<file path="config.mk">
export PLATFORM = sky130hd
export DESIGN_NAME = uart_resp_framer
export DESIGN_NICKNAME = d
export VERILOG_FILES = /design/src/rtl/uart_resp_framer.sv
export SDC_FILE = /design/constraint.sdc
export NUM_CORES = 1
export LEC_CHECK = 0
export BUFFER_PORTS_ARGS = -buffer_cell sky130_fd_sc_hd__buf_2
export CAP_MARGIN = 30
export CELL_PAD_IN_SITES_DETAIL_PLACEMENT = 0
export CELL_PAD_IN_SITES_GLOBAL_PLACEMENT = 1
export CORE_MARGIN = 5
export CORE_UTILIZATION = 41
export CTS_BUF_LIST = sky130_fd_sc_hd__clkbuf_2 sky130_fd_sc_hd__clkbuf_4 sky130_fd_sc_hd__clkbuf_8
export DETAILED_ROUTE_END_ITERATION = 10
export MAX_ROUTING_LAYER = met4
export PLACE_DENSITY_LB_ADDON = 0.25
export SLEW_MARGIN = 40
export SYNTH_ARGS = -nofsm -noshare
export SYNTH_HDL_FRONTEND = slang
export SYNTH_SLANG_ARGS = --single-unit
</file>
<file path="constraint.sdc">
create_clock -name clk_i -period 2 [get_ports clk_i]
set_clock_uncertainty 0.15 [all_clocks]
set_input_delay 0.1 -clock clk_i [delete_from_list [all_inputs] [get_ports clk_i]]
set_output_delay 0.1 -clock clk_i [all_outputs]
set_load 0.01 [all_outputs]
</file>
<file path="src/rtl/uart_resp_framer.sv">
// Response packet framer: captures one result word and streams it as
// a header + little-endian data byte packet on an AXI-Stream master.
module uart_resp_framer #(
  parameter logic [7:0]  RESP_OPCODE    = 8'hA5,
  parameter int unsigned NUM_DATA_BYTES = 4
) (
  input  logic                        clk_i,
  input  logic                        rst_i,
  input  logic [8*NUM_DATA_BYTES-1:0] result_i,
  input  logic                        result_valid_i,
  output logic                        result_ready_o,
  output logic [7:0]                  m_axis_tdata_o,
  output logic                        m_axis_tvalid_o,
  input  logic                        m_axis_tready_i,
  output logic                        busy_o
);

  localparam int unsigned LEN = 4 + NUM_DATA_BYTES;
  localparam int unsigned IW  = $clog2(LEN);
  localparam int unsigned NB  = 1 << IW;
  localparam logic [15:0] LEN16 = 16'(LEN);
  localparam logic [IW-1:0] LAST = IW'(LEN - 1);

  typedef enum logic {S_IDLE, S_SEND} state_e;

  state_e                      state_q;
  logic [IW-1:0]               idx_q;
  logic [8*NUM_DATA_BYTES-1:0] data_q;
  logic [7:0]                  tdata_q;
  logic                        tvalid_q;
  logic                        ready_q;
  logic                        busy_q;

  logic [NB-1:0][7:0] pkt;
  logic [IW-1:0]      idx_d;

  // Packet image built only from the captured copy, padded to 2**IW.
  always_comb begin
    pkt    = '0;
    pkt[0] = RESP_OPCODE;
    pkt[1] = 8'h00;
    pkt[2] = LEN16[7:0];
    pkt[3] = LEN16[15:8];
    for (int i = 0; i < NUM_DATA_BYTES; i++) begin
      pkt[4+i] = data_q[8*i +: 8];
    end
  end

  assign idx_d = idx_q + 1'b1;

  always_ff @(posedge clk_i) begin
    if (rst_i) begin
      state_q  <= S_IDLE;
      idx_q    <= '0;
      data_q   <= '0;
      tdata_q  <= 8'h00;
      tvalid_q <= 1'b0;
      ready_q  <= 1'b1;
      busy_q   <= 1'b0;
    end else begin
      unique case (state_q)
        S_IDLE: begin
          if (result_valid_i && ready_q) begin
            data_q   <= result_i;
            idx_q    <= '0;
            tdata_q  <= RESP_OPCODE;
            tvalid_q <= 1'b1;
            ready_q  <= 1'b0;
            busy_q   <= 1'b1;
            state_q  <= S_SEND;
          end
        end
        S_SEND: begin
          if (tvalid_q && m_axis_tready_i) begin
            if (idx_q == LAST) begin
              idx_q    <= '0;
              tdata_q  <= 8'h00;
              tvalid_q <= 1'b0;
              ready_q  <= 1'b1;
              busy_q   <= 1'b0;
              state_q  <= S_IDLE;
            end else begin
              idx_q   <= idx_d;
              tdata_q <= pkt[idx_d];
            end
          end
        end
      endcase
    end
  end

  assign result_ready_o  = ready_q;
  assign m_axis_tdata_o  = tdata_q;
  assign m_axis_tvalid_o = tvalid_q;
  assign busy_o          = busy_q;

endmodule
</file>
# Yosys cells after proc, flatten, opt, wreduce, memory -nomap -nowiden
# Cells that the tools add are included.
# totals
register_bits	46
inputBits	36
output_inout_bits	11
elab_cells	40
# op_classes
add_sub_neg	1
n_lt_le_gt_ge	1
n_eq_ne	4
mux	22
bitwise	1
n_reduce_logical	5
# ops
operator	count
$mux 8	4
$bmux 8 s3	1
$pmux 8 s2	1
$mux 1	9
$mux 3	3
$pmux 1 s2	3
$pmux 3 s2	1
$lt 3x4->1 const B	1
$ne 2x1->1 const B	2
$reduce_and 2->1	2
$add 3x1->3 const B	1
$eq 3x3->1 const B	1
$reduce_and 3->1	1
$logic_and 1x1->1	2
$ne 2x2->1 const B	1
$not 1->1	1

# Longest topological paths before layout
# logic_depth
ltp_word	6
ltp_mapped	7
depth_no_buf	5

# Worst setup path after synthesis
# OpenSTA, ideal clock, no wires.
# synth_path
path_kind	register to register
start	reg idx_q[1]
end	reg tdata_q[5] (netlist: m_axis_tdata_o[5])
setup_ps	119
arrival_time_ps	1413
required_ps	1731
path_slack_ps	318
stages_incl_launch_ff	8
n_path_buf	2
period_less_slack_ps	1682
path_cell_list	dfxtp_1 inv_1 ha_1 buf_6 buf_6 mux2i_1 a22oi_1 o221a_2
# synth_between
elab_chain_cells	6
word_cells_on_any_way	7
classes_between	1 x add/sub; 1 x eq/ne; 5 x mux
# synth_lines
element	line	source
from (decl)	27	logic [IW-1:0] idx_q;
from (signal assigned)	83	idx_q <= idx_d;
$add 3x1->3	49	assign idx_d = idx_q + 1'b1;
$bmux 8 s3	84	tdata_q <= pkt[idx_d];
$mux 8 (implied by the code)	84	
$mux 8 (*)	75	if (idx_q == LAST) begin
$mux 8 (*)	74	if (tvalid_q && m_axis_tready_i) begin
$pmux 8 s2 (*)	61	unique case (state_q)
to (signal assigned)	84	
to (decl)	29	logic [7:0] tdata_q;
# Mark *: on every way between the ends. The rest lies on a longest branch, timed or not. The select of a mux whose other input is x is not followed.
# A chain may end at the register's enable or synchronous reset.

# Worst setup path after layout
# layout_path
start	reg idx_q[1]
end	reg tdata_q[2] (netlist: m_axis_tdata_o[2])
# The elaborated chain is that of the path after synthesis.

==> summary.md <==
| Metric | Value |
|---|---|
| Clock Root Buffer | clkbuf_8 |
| Clock sink total | 46 |
| Post-synth EDFFs | 0 |
| Initial antenna violation count | 0 |
| Average size of a mapped cell | 8.934 sq um |
| Fin Hold WS | 0.05154 ns |
| Sw Ratio | 25.81% |
| CTS tree | done |
| Total CTS buffers | 5 |
| Final worst slack | 0.2260 ns |
| FMAX | 0.5637 GHz |
| Worst Path Arrival | 1.82 ns |
| CP cell instances | inv_1 > ha_1 > buf_12 > mux2i_1 > a22oi_1 > o221a_2 |
| CP endpoint kind | flip-flop |
| Commonest cells after routing, fill and taps aside | 68 x nand2_1, 46 x dfxtp_1, 46 x buf_2 |
| Average wire per standard cell | 13.21 microns |
| H-tree depth | 2 |
| Yosys Warn Count | 0 |
| Hold Crit Class | in2reg |
| WL final | 4876 microns |
| Main flop type after synthesis | dfxtp_1 |
| Register area | 920.9 sq um |
| CP startpoint kind | flip-flop |
| WS Path Type | reg2reg |
| Largest net degree at the start of global routing | 34 |
| Reg2reg path depth | 6 |
| Maximum vdd ir drop | 0.4449 mV |
| Synth Instances | 228 |
| Multi-input logic area | 957.2 sq um |
| Leading cell type in the layout, fill and taps excluded | nand2_1 |
| CP max stage delay | 0.38 ns |
| Static leakage | 1.195 nW |
| Count of final hold-check violations | 0 |
| Register share of total power | 54.1% |
| Dpl ws | 0.2349 ns |
| Die Ht | 80.49 microns |
| Post-CTS resize count | 0 |
| Core Area | 4786 sq um |
| WHS Endpoint | data_q[4] |
| Layout Nets | 340 |
| # fillers | 457 |
| Synth Cell Area | 2037 sq um |
| Cell Pwr Density | 689.6 nW/um^2 |
| P_sw | 0.4815 mW |
| GR Util met3 | 4.372% |
| Initial core utilization | 42.56% |
| WP data required | 2.05 ns |
| IO Count | 47 |
| Post-route cell area | 2705 sq um |
| Slowest-stage cell, CP | dfxtp_1 |
| Ratio of cells with drive above 1 in the final layout | 22.85% |
| Met2 Use GR | 26.66% |
| 1st-pass router iterations | 4 |
| R2R setup slack | 0.23 ns |
| Clock power frac | 30.3% |
| Clk Latency, worst-skew pair | 0.30 ns |
| Worst reg2reg startpoint | idx_q[1] |
| Finished Layout Cells | 369 |
| Initial detailed-routing violation count | 106 |
| Measured slew at the worst slew-check pin | 0.3641 ns |
| # diodes | 0 |
| Final setup fails | 0 |
| Placed cells | 328 |
| Number of global-route vias before repair | 1634 |
| Global Route met1 Usage | 20.73% |
| Hold Path Origin | rst_i |
| Sum Neg Setup Slack | 0 ns |
| Gp weighted congestion | 0.7923 |
| Clock buffer depth | 2 |
| CP Max Fanout | 12 |
| Final core area utilization | 56.52% |
| Post-layout min period | 1.774 ns |
| Port Buffers | 46 |
| Logic pwr share | 15.6% |
| Clk slew on worst S/H paths | 0.09 ns |
| Most Crowded Layer GR | met2 |
| Tot GR Track Use | 16.62% |
| Residual DRC count | 0 |
| Max-cap violations | 0 |
| Wire length of the first global-routing pass | 8004 microns |
| Hpwl dp | 3339 microns |
| Area grow syn2layout | 32.80% |
| Outcome | complete, no violations |
| Total number of vias | 1780 |
| Hold path depth | 2 |
| Final global-route overflow total | 0 |
| Post-synthesis register bit count | 46 |
| Die ar. | 6478 sq um |
| Relative slew slack | 75.73% |
| Row count | 25 |
| Internal power | 1.384 mW |
| Reg-to-Reg End | m_axis_tdata_o[2] |
| Post-synthesis cell type count | 35 |
| Power, Total | 1.865 mW |
| Crit share post-route | 88.70% |
| Die Wd | 80.49 microns |
| Number of routed nets with antenna violations | 0 |
| Ys async rst share | 0% |
| Max-slew violation count | 0 |
| CP top delay family | flip-flops |
| RSZ-0062 raised after global routing | no |
| Post-Syn Nets | 267 |
| Placed Area | 2285 sq um |
| Sequential fraction of the synthesis area | 45.21% |
| Worst path bufs/invs | 2 |
| Vias/cell | 4.824 |
-- state kept, by name, indices dropped and copies added (netlist names) --
| register | count |
|---|---|
| data_q | 32 |
| m_axis_tdata_o | 8 |
| idx_q | 3 |
| busy_o | 1 |
| result_ready_o | 1 |
| state_q | 1 |
-- routing by layer --
| metal | wire length (microns) | share of wire (%) |
|---|---|---|
| met2 | 2315 | 47 |
| met5 | 0 | 0 |
| met4 | 38 | 0.78 |
| met3 | 234 | 4.8 |
| met1 | 2287 | 47 |
-- cell usage after synthesis (all sizes together) (2+ instances only) --
master | count | area [sq um]
buf | 16 | 121.4
nand3 | 5 | 35.03
nand2 | 68 | 255.2
a22oi | 4 | 30.03
ha | 3 | 37.54
a21oi | 37 | 185.2
o221a | 4 | 45.04
inv | 8 | 30.03
nor2b | 3 | 26.27
dfxtp | 46 | 920.9
mux2i | 8 | 80.08
nand4 | 2 | 12.51
clkbuf | 2 | 7.510
o32ai | 3 | 26.28
nand3b | 2 | 15.01
mux4 | 4 | 101.4
-- final cells by class --
cell class / count / area share [%]
Timing Repair Buffer: 84 / 23.03
Tap cell: 67 / 3.099
Clock buffer: 6 / 2.821
Multi-Input combinational cell: 156 / 35.38
Sequential cell: 46 / 34.04
Clock inverter: 2 / 0.5088
Inverter: 8 / 1.110
-- power groups by stage --
stage | Clock (mW) | Sequential [mW] | Combinational, mW
2_1_floorplan | 0 | 1.02 | 0.166
3_3_place_gp | 0 | 1.03 | 0.240
3_5_place_dp | 0 | 1.03 | 0.245
4_1_cts | 0.591 | 1.01 | 0.294
5_1_grt | 0.622 | 1.02 | 0.327
6_report | 0.565 | 1.01 | 0.291
-- how the worst max path moves through the flow --
stage,depth (start not counted),from,slack (ns),endpoint
global route,6,idx_q[1],0.09,m_axis_tdata_o[0]
finish,6,idx_q[1],0.23,m_axis_tdata_o[2]
global placement,6,idx_q[1],0.31,m_axis_tdata_o[5]
detailed placement,6,idx_q[1],0.23,m_axis_tdata_o[2]
CTS,6,idx_q[1],0.22,m_axis_tdata_o[2]
floorplan,7,idx_q[1],0.32,m_axis_tdata_o[5]
-- kinds of logic (layout without fill, tap and decap cells) --
logic type,after synthesis,count (layout),share of synthesized area (%)
mux,12,12,8.907
buf+inv,26,100,7.801
compound gates,55,55,16.89
simple gates,85,85,18.92
xor+xnor,1,1,0.4301
flops,46,46,45.21
fa+ha+maj,3,3,1.843
-- repair_timing --
action	4_1_cts	5_1_grt
setup buffers	0	0
hold buffers	33	0
hold endpoints to repair	33	0
-- worst reg2reg max path: cells and delay by family, from the launching register on --
kind | cells | cell delay, ns
mux | 1 | 0.22
buf+inv | 2 | 0.22
fa+ha+maj | 1 | 0.34
compound gates | 2 | 0.38
flops | 1 | 0.38
Note: power is estimated with default switching activity, not from simulation.
